[src/rtl/mc_port_alloc_pipe.sv]
`default_nettype none
// ============================================================================
// Module      : mc_port_alloc_pipe
// Description : Pipelined multicast output-port allocator. Grants output
//               ports to rank-ordered input channels (channel 0 first),
//               with an elastic valid/ready pipeline, a multicast copy
//               budget, a saturating deflection counter and a sticky
//               no-port error flag.
// Revision    : 1.0 - initial release
// ============================================================================
module mc_port_alloc_pipe #(
  parameter int NUM_CH  = 4,
  parameter int NUM_OUT = 4,
  parameter int BUD_W   = 3,
  parameter int LAT     = 2,
  parameter int CNT_W   = 16
) (
  input  logic                       clk,
  input  logic                       rst_n,
  input  logic                       in_valid,
  output logic                       in_ready,
  input  logic [NUM_CH-1:0]          in_ch_vld,
  input  logic [NUM_CH-1:0]          in_mc,
  input  logic [NUM_CH*NUM_OUT-1:0]  in_ppv,
  input  logic [BUD_W-1:0]           in_budget,
  output logic                       out_valid,
  input  logic                       out_ready,
  output logic [NUM_CH*NUM_OUT-1:0]  out_apv,
  output logic [NUM_CH-1:0]          out_defl,
  output logic [BUD_W-1:0]           out_budget,
  output logic [CNT_W-1:0]           defl_cnt,
  input  logic                       cnt_clr,
  output logic                       err_noport
);

  localparam int PV_W  = NUM_CH * NUM_OUT;
  localparam int SUM_W = CNT_W + 1;
  localparam logic [BUD_W-1:0]   c_BUD_ONE = BUD_W'(1);
  localparam logic [NUM_OUT-1:0] c_OUT_ONE = NUM_OUT'(1);
  localparam logic [CNT_W-1:0]   c_CNT_MAX = '1;

  // Allocation source (either stage-1 registers or the raw inputs)
  logic              w_src_valid;
  logic [NUM_CH-1:0] w_src_ch_vld;
  logic [NUM_CH-1:0] w_src_mc;
  logic [PV_W-1:0]   w_src_ppv;
  logic [BUD_W-1:0]  w_src_budget;

  // Output stage registers
  logic              r_out_valid;
  logic [PV_W-1:0]   r_out_apv;
  logic [NUM_CH-1:0] r_out_defl;
  logic [BUD_W-1:0]  r_out_budget;
  logic [CNT_W-1:0]  r_cnt;
  logic              r_err;

  // Output stage may load when empty or when its content is being taken
  logic w_out_load;
  assign w_out_load = ~r_out_valid | out_ready;

  generate
    if (LAT == 2) begin : g_two_stage
      logic              r_s1_valid;
      logic [NUM_CH-1:0] r_s1_ch_vld;
      logic [NUM_CH-1:0] r_s1_mc;
      logic [PV_W-1:0]   r_s1_ppv;
      logic [BUD_W-1:0]  r_s1_budget;
      logic              w_s1_adv;

      assign w_s1_adv = r_s1_valid & w_out_load;
      assign in_ready = ~r_s1_valid | w_s1_adv;

      // Stage 1: capture the raw request bundle
      always_ff @(posedge clk or negedge rst_n) begin
        if (!rst_n) begin
          r_s1_valid  <= 1'b0;
          r_s1_ch_vld <= '0;
          r_s1_mc     <= '0;
          r_s1_ppv    <= '0;
          r_s1_budget <= '0;
        end else if (in_ready) begin
          r_s1_valid <= in_valid;
          if (in_valid) begin
            r_s1_ch_vld <= in_ch_vld;
            r_s1_mc     <= in_mc;
            r_s1_ppv    <= in_ppv;
            r_s1_budget <= in_budget;
          end
        end
      end

      assign w_src_valid  = r_s1_valid;
      assign w_src_ch_vld = r_s1_ch_vld;
      assign w_src_mc     = r_s1_mc;
      assign w_src_ppv    = r_s1_ppv;
      assign w_src_budget = r_s1_budget;
    end else begin : g_one_stage
      assign in_ready     = w_out_load;
      assign w_src_valid  = in_valid;
      assign w_src_ch_vld = in_ch_vld;
      assign w_src_mc     = in_mc;
      assign w_src_ppv    = in_ppv;
      assign w_src_budget = in_budget;
    end
  endgenerate

  // Allocation working state
  logic [PV_W-1:0]    w_alloc_apv;
  logic [NUM_CH-1:0]  w_alloc_defl;
  logic [BUD_W-1:0]   w_alloc_bud;
  logic               w_noport;
  logic [NUM_OUT-1:0] w_avail;
  logic [NUM_OUT-1:0] w_prod;
  logic [NUM_OUT-1:0] w_grant;

  // Rank-ordered allocation: each channel takes from what higher ranks left
  always_comb begin
    w_alloc_apv  = '0;
    w_alloc_defl = '0;
    w_alloc_bud  = w_src_budget;
    w_noport     = 1'b0;
    w_avail      = '1;
    w_prod       = '0;
    w_grant      = '0;
    for (int i = 0; i < NUM_CH; i++) begin
      w_grant = '0;
      w_prod  = w_src_ppv[i*NUM_OUT +: NUM_OUT] & w_avail;
      if (w_src_ch_vld[i]) begin
        if (w_avail == '0) begin
          w_noport = 1'b1;
        end else if (w_src_mc[i] && (w_alloc_bud != '0) && (w_prod != '0)) begin
          // Multicast copies: lowest productive ports until budget runs out
          for (int j = 0; j < NUM_OUT; j++) begin
            if (w_prod[j] && (w_alloc_bud != '0)) begin
              w_grant[j]  = 1'b1;
              w_alloc_bud = w_alloc_bud - c_BUD_ONE;
            end
          end
        end else if (w_prod != '0) begin
          w_grant = w_prod & (~w_prod + c_OUT_ONE);
        end else begin
          // No productive port left: deflect onto the lowest free port
          w_grant         = w_avail & (~w_avail + c_OUT_ONE);
          w_alloc_defl[i] = 1'b1;
        end
      end
      w_alloc_apv[i*NUM_OUT +: NUM_OUT] = w_grant;
      w_avail = w_avail & ~w_grant;
    end
  end

  // Output stage: register the allocation result, hold while stalled
  always_ff @(posedge clk or negedge rst_n) begin
    if (!rst_n) begin
      r_out_valid  <= 1'b0;
      r_out_apv    <= '0;
      r_out_defl   <= '0;
      r_out_budget <= '0;
    end else if (w_out_load) begin
      r_out_valid <= w_src_valid;
      if (w_src_valid) begin
        r_out_apv    <= w_alloc_apv;
        r_out_defl   <= w_alloc_defl;
        r_out_budget <= w_alloc_bud;
      end
    end
  end

  // Number of deflected channels in the result currently presented
  logic [SUM_W-1:0] w_defl_pop;
  logic [SUM_W-1:0] w_cnt_sum;

  // Popcount of the registered deflection vector
  always_comb begin
    w_defl_pop = '0;
    for (int i = 0; i < NUM_CH; i++) begin
      w_defl_pop = w_defl_pop + SUM_W'(r_out_defl[i]);
    end
  end

  assign w_cnt_sum = {1'b0, r_cnt} + w_defl_pop;

  // Saturating deflection counter; clear wins over a concurrent increment
  always_ff @(posedge clk or negedge rst_n) begin
    if (!rst_n) begin
      r_cnt <= '0;
    end else if (cnt_clr) begin
      r_cnt <= '0;
    end else if (r_out_valid && out_ready) begin
      r_cnt <= w_cnt_sum[CNT_W] ? c_CNT_MAX : w_cnt_sum[CNT_W-1:0];
    end
  end

  // Sticky error: a valid channel found every port already taken
  always_ff @(posedge clk or negedge rst_n) begin
    if (!rst_n) begin
      r_err <= 1'b0;
    end else if (w_out_load && w_src_valid && w_noport) begin
      r_err <= 1'b1;
    end
  end

  assign out_valid  = r_out_valid;
  assign out_apv    = r_out_apv;
  assign out_defl   = r_out_defl;
  assign out_budget = r_out_budget;
  assign defl_cnt   = r_cnt;
  assign err_noport = r_err;

endmodule
`default_nettype wire

[config.mk]
export PLATFORM = sky130hd
export DESIGN_NAME = mc_port_alloc_pipe
export DESIGN_NICKNAME = d
export VERILOG_FILES = /design/src/rtl/mc_port_alloc_pipe.sv
export SDC_FILE = /design/constraint.sdc
export NUM_CORES = 1
export LEC_CHECK = 0
export ABC_CLOCK_PERIOD_IN_PS = 17000
export BUFFER_PORTS_ARGS = -buffer_cell sky130_fd_sc_hd__buf_2
export CELL_PAD_IN_SITES_DETAIL_PLACEMENT = 0
export CELL_PAD_IN_SITES_GLOBAL_PLACEMENT = 1
export CORE_MARGIN = 5
export CORE_UTILIZATION = 41
export DETAILED_ROUTE_END_ITERATION = 12
export HOLD_SLACK_MARGIN = 0.1
export PLACE_DENSITY = 0.76
export SETUP_SLACK_MARGIN = 0.15
export SLEW_MARGIN = 20
export SYNTH_ARGS = -nofsm -noshare
export SYNTH_HDL_FRONTEND = slang
export SYNTH_SLANG_ARGS = --single-unit
[constraint.sdc]
create_clock -name clk -period 17 [get_ports clk]
set_clock_uncertainty 0.2 [all_clocks]
set_input_delay 1.7 -clock clk [delete_from_list [all_inputs] [get_ports clk]]
set_output_delay 1.7 -clock clk [all_outputs]
set_load 0.1 [all_outputs]
Yosys cells after proc, flatten, opt, wreduce, memory -nomap -nowiden
Cells that the tools add are included.

cells by class
  add/sub/neg operators = 27
  muxes and demuxes = 115
  bitwise logic cells = 27
  reduce and logical (&&, ||, !) cells = 53

operator list
  kind                                               count
  2-to-1 mux 3 bit                                   60
  2-to-1 mux 4 bit                                   15
  bitwise AND 4 bit                                  12
  2-to-1 mux 16 bit                                  3
  nonzero test 3 bit                                 16
  subtractor 3 x 1 -> 3 bit (second input constant)  16
  NOT 4 bit                                          10
  2-to-1 mux 1 bit                                   37
  adder 4 x 1 -> 4 bit (second input constant)       7
  logical AND 1 bit                                  27
  adder 16 x 4 -> 17 bit                             1
  nonzero test 4 bit                                 4
  logical NOT 4 bit                                  3
  adder 3 x 1 -> 4 bit                               1
  AND reduction 2 bit                                2
  adder 2 x 1 -> 3 bit                               1
  adder 1 x 1 -> 2 bit                               1
  NOT 1 bit                                          2
  OR 1 bit                                           2
  nonzero test 2 bit                                 1
  bitwise AND 1 bit                                  1

word-level totals
  flip-flop bits (word level) = 69
  bits of input ports = 32
  output and inout bits = 42
  word-level logic and storage cells = 233

Longest topological paths before layout
  word-level depth = 97
  gate-level depth with buffers = 93
  depth with buffers taken out = 91

Worst setup path after synthesis
No wires, ideal clock.

  path type = reg2reg
  from = reg g_two_stage.r_s1_budget[0]
  to = reg r_out_budget[0] (netlist: out_budget[0])
  library setup time = 69 ps
  arrival = 18133 ps
  slack = -1403 ps
  stages on the path, launching flop included = 89
  path through = dfrtp_1 > inv_1 > ha_1 > ha_1 > nand2b_1 > xnor2_1 > ha_1 > ha_1 > nand2b_1 > mux2_2 > ha_1 > ha_1 > nor2b_1 > mux2_2 > ha_1 > ha_1 > nand2b_1 > xor2_1 > (+53 left out) > nand2b_1 > or2_2 > a2111o_1 > and3_1 > a211oi_2 > nor2_1 > ha_1 > ha_1 > nor2_1 > a211o_1 > o21ai_0 > a41oi_1 > ha_1 > ha_1 > nor2_1 > or4b_4 > nand3b_1 > nand3b_1

on the way
  longest elaborated chain between the ends = 92

ends and longest elaborated chain
  item                                                                                RTL line  text
  start, declared                                                                     67        logic [BUD_W-1:0] r_s1_budget;
  start signal, assigned                                                              87        r_s1_budget <= in_budget;
  parallel branches: the longest is 91 deep, another holds subtractor 3 x 1 -> 3 bit  n/a
  2-to-1 mux 3 bit (*)                                                                128       if (w_src_ch_vld[i]) begin
  end signal, assigned                                                                164       r_out_budget <= w_alloc_bud;
  end, declared                                                                       53        logic [BUD_W-1:0] r_out_budget;

Mark *: on every way between the ends. The select of a mux whose other input is x is not followed.
A chain may end at the register's enable or synchronous reset.

Worst setup path after layout
Ends and elaborated chain as after synthesis.

==> impl_metrics.env <==
export IMPL_cp_start_kind="flip-flop"
export IMPL_maxCapViolCount=0
export IMPL_final_common_cell="buf_2"
export IMPL_dieHeight_um=128
export IMPL_synth_fp_nets=678
export IMPL_worst_pin_slew_ns=0.902
export IMPL_cp_slowest_cell="or4b_4"
export IMPL_coreArea_um2=13700
export IMPL_clk_path_buf_depth=2
export IMPL_final_setup_tns_ns=0
export IMPL_synthTopCellsByArea="dfrtp_1 (30%), mux2_2 (8.3%), ha_1 (7.3%), nand2_1 (4.4%), nor2_1 (3.4%)"
export IMPL_htree_levels=3
export IMPL_gp_congestion=0.874
export IMPL_ant_nets=0
export IMPL_min_period_ns=16.61
export IMPL_reg2reg_setup_slack_ns=0.39
export IMPL_worstSetupEndpointType="flip-flop"
export IMPL_die_area_um2=16300
export IMPL_rows=43
export IMPL_yosysTopAreaCell="dfrtp_1"
export IMPL_insertion_delay_ns=0.34
export IMPL_ios=74
export IMPL_via_count=5281
export IMPL_critPathKind="reg -> reg"
export IMPL_drc=0
export IMPL_rr_endpoint="out_budget[0]"
export IMPL_initial_utilization=0.414
export IMPL_path_clk_slew_ns=0.06
export IMPL_dp_cells=869
export IMPL_fmax_ghz=0.0602
export IMPL_min_period_over_period=0.977
export IMPL_finalHoldViolations=0
export IMPL_reg2reg_depth=89
export IMPL_grt_pass1_wl_um=26500
export IMPL_area_growth_pct=36.2
export IMPL_drive_gt1_frac=0.424
export IMPL_worstPathRequired_ns=17.07
export IMPL_place_ws_ns=-0.449
export IMPL_synth_area_per_cell_um2=9.31
export IMPL_synth_flop_cell="dfrtp_1"
export IMPL_grt_max_degree=70
export IMPL_ys_async_sr_fraction=1.00
export IMPL_avgRoutedWirePerCell_um=17.8
export IMPL_ys_types=94
export IMPL_r2r_start="g_two_stage.r_s1_budget[0]"
export IMPL_instances_no_fill=927
export IMPL_rsz0062_at_grt="yes"
export IMPL_dr_pass1_iters=4
export IMPL_synth_yosys_seq_area_share=0.304
export IMPL_maxSlewViolCount=0
export IMPL_n_fill_cell=1228
export IMPL_overflow=0
export IMPL_final_cell_mix="buf_2 (73), dfrtp_1 (69), buf_4 (65)"
export IMPL_routed_wl_um=16500
export IMPL_cp_common_cell="ha_4"
export IMPL_postSynthCellCount=610
export IMPL_setup_viol=0
export IMPL_cts_tree="yes"
export IMPL_root_buffer="clkbuf_16"
export IMPL_synth_top_area_share=0.304
export IMPL_ys_ff_latch=69
export IMPL_grt_usage=0.200
export IMPL_synth_edf_count=0
export IMPL_die_w_um=128
export IMPL_diodes=0
export IMPL_cts_sinks=69
export IMPL_syn_area_um2=5680
export IMPL_drtIter0Drc=395
export IMPL_yosys_warnings=0
export IMPL_slowest_delay_ns=0.49
export IMPL_min_to="out_apv[11]"
export IMPL_antenna_found_initial=0
export IMPL_holdWs_ns=0.278
export IMPL_holdPathStages=2
export IMPL_hp_class="reg -> reg"
export IMPL_grt_pass1_vias=5164
export IMPL_cts_buffers=9
export IMPL_worstHoldStart="out_apv[11]"
export IMPL_layout_nets=811
export IMPL_setup_slack_ns=0.387
export IMPL_status="finished, final reports clean"
export IMPL_crit_arrival_ns=16.69
export IMPL_max_slew_margin=0.395
export IMPL_dp_hpwl_um=12200
export IMPL_crit_fanout=5
export IMPL_port_buffer_count=73
export IMPL_viasPerCell=5.70
[synthesized netlist by cell type, types with 5 or more instances]
cell / number
dfrtp_1: 69
nand2_1: 66
nor2_1: 52
mux2_2: 42
ha_1: 33
inv_1: 27
o21ai_0: 25
a21oi_1: 19
nand2b_1: 15
clkbuf_1: 14
a211oi_1: 13
nand3_1: 12
xnor2_1: 11
a31oi_1: 10
nand3b_1: 9
mux2i_1: 8
nand4_1: 8
and2_1: 7
and3_1: 7
nor3_1: 7
a22o_1: 6
nor2b_1: 6
o211ai_1: 6
a211o_1: 5
o211a_1: 5
o21a_1: 5
o22ai_1: 5
o31ai_1: 5
xor2_1: 5
[sequential cells by signal (all words and copies together) (netlist names), 3 cells and up]
name	flops
defl_cnt	16
g_two_stage.r_s1_budget	3
g_two_stage.r_s1_ch_vld	4
g_two_stage.r_s1_mc	4
g_two_stage.r_s1_ppv	16
out_apv	16
out_budget	3
out_defl	4
[cell type report]
type	instances	area [um2]	share of cell area
multi-input combinational	493	4480	0.580
sequential	69	1730	0.223
timing repair buffer	143	910	0.118
clock buffer	9	225	0.0291
tap	180	225	0.0291
inverter	27	101	0.0131
clock inverter	6	63.8	0.00825
[cells by family after synthesis]
family,count (synthesis),synth area share
multiplexers,51,0.0998
adder cells (fa/ha/maj),36,0.0833
AO/OA/AOI/OAI,163,0.229
AND/OR/NAND/NOR,226,0.219
flip-flops,69,0.304
XOR/XNOR,17,0.0286
buffers and inverters,48,0.0355
[worst max-delay path by stage]
stage	slack, ns	cells past startpoint	to	startpoint
3_3_place_gp	-0.006	87	out_budget[0]	g_two_stage.r_s1_budget[0]
4_1_cts	0.15	88	out_budget[0]	g_two_stage.r_s1_budget[0]
5_1_grt	-0.24	90	out_budget[0]	g_two_stage.r_s1_budget[0]
6_report	0.39	89	out_budget[0]	g_two_stage.r_s1_budget[0]
3_5_place_dp	-0.45	87	out_budget[0]	g_two_stage.r_s1_budget[0]
2_1_floorplan	0.15	90	out_budget[0]	g_two_stage.r_s1_budget[0]
[per-stage QoR]
| step | area [um2] | utilization |
|---|---|---|
| 6_report | 7730 | 0.564 |
| 5_1_grt | 7730 | 0.564 |
| 4_1_cts | 7330 | 0.534 |
| 3_5_place_dp | 6690 | 0.487 |
| 3_3_place_gp | 6690 | 0.487 |
| 2_1_floorplan | 6010 | - |
[worst max-delay path: cells and delay by family, from the launching register on]
family,cells,cell delay (ns)
AOI/OAI and AO/OA,7,1.25
xor gates and xnor gates,6,1.14
adders and majority gates,32,5.30
muxes,9,2.61
and+or+nand+nor,30,5.19
DFF,1,0.36
buffers and inverters,5,0.48
[layer usage]
layer,track usage,vias up,wire (um)
met2,0.348,141,8330
met3,0.0346,32,765
met1,0.259,2551,7050
met4,0.0524,0,309
met5,0,-,0
li1,-,2557,-
[what timing repair did]
action	CTS	global route
endpoints found under the hold margin	0	0
pin swaps	21	42
cloned	0	0
resized for setup	29	44
buffers inserted	23	20
hold buffers	0	0
endpoints found under the setup margin	4	4
Power is not shown: default switching activity piles up to over one toggle a cycle in this logic, so the estimate is an artifact.
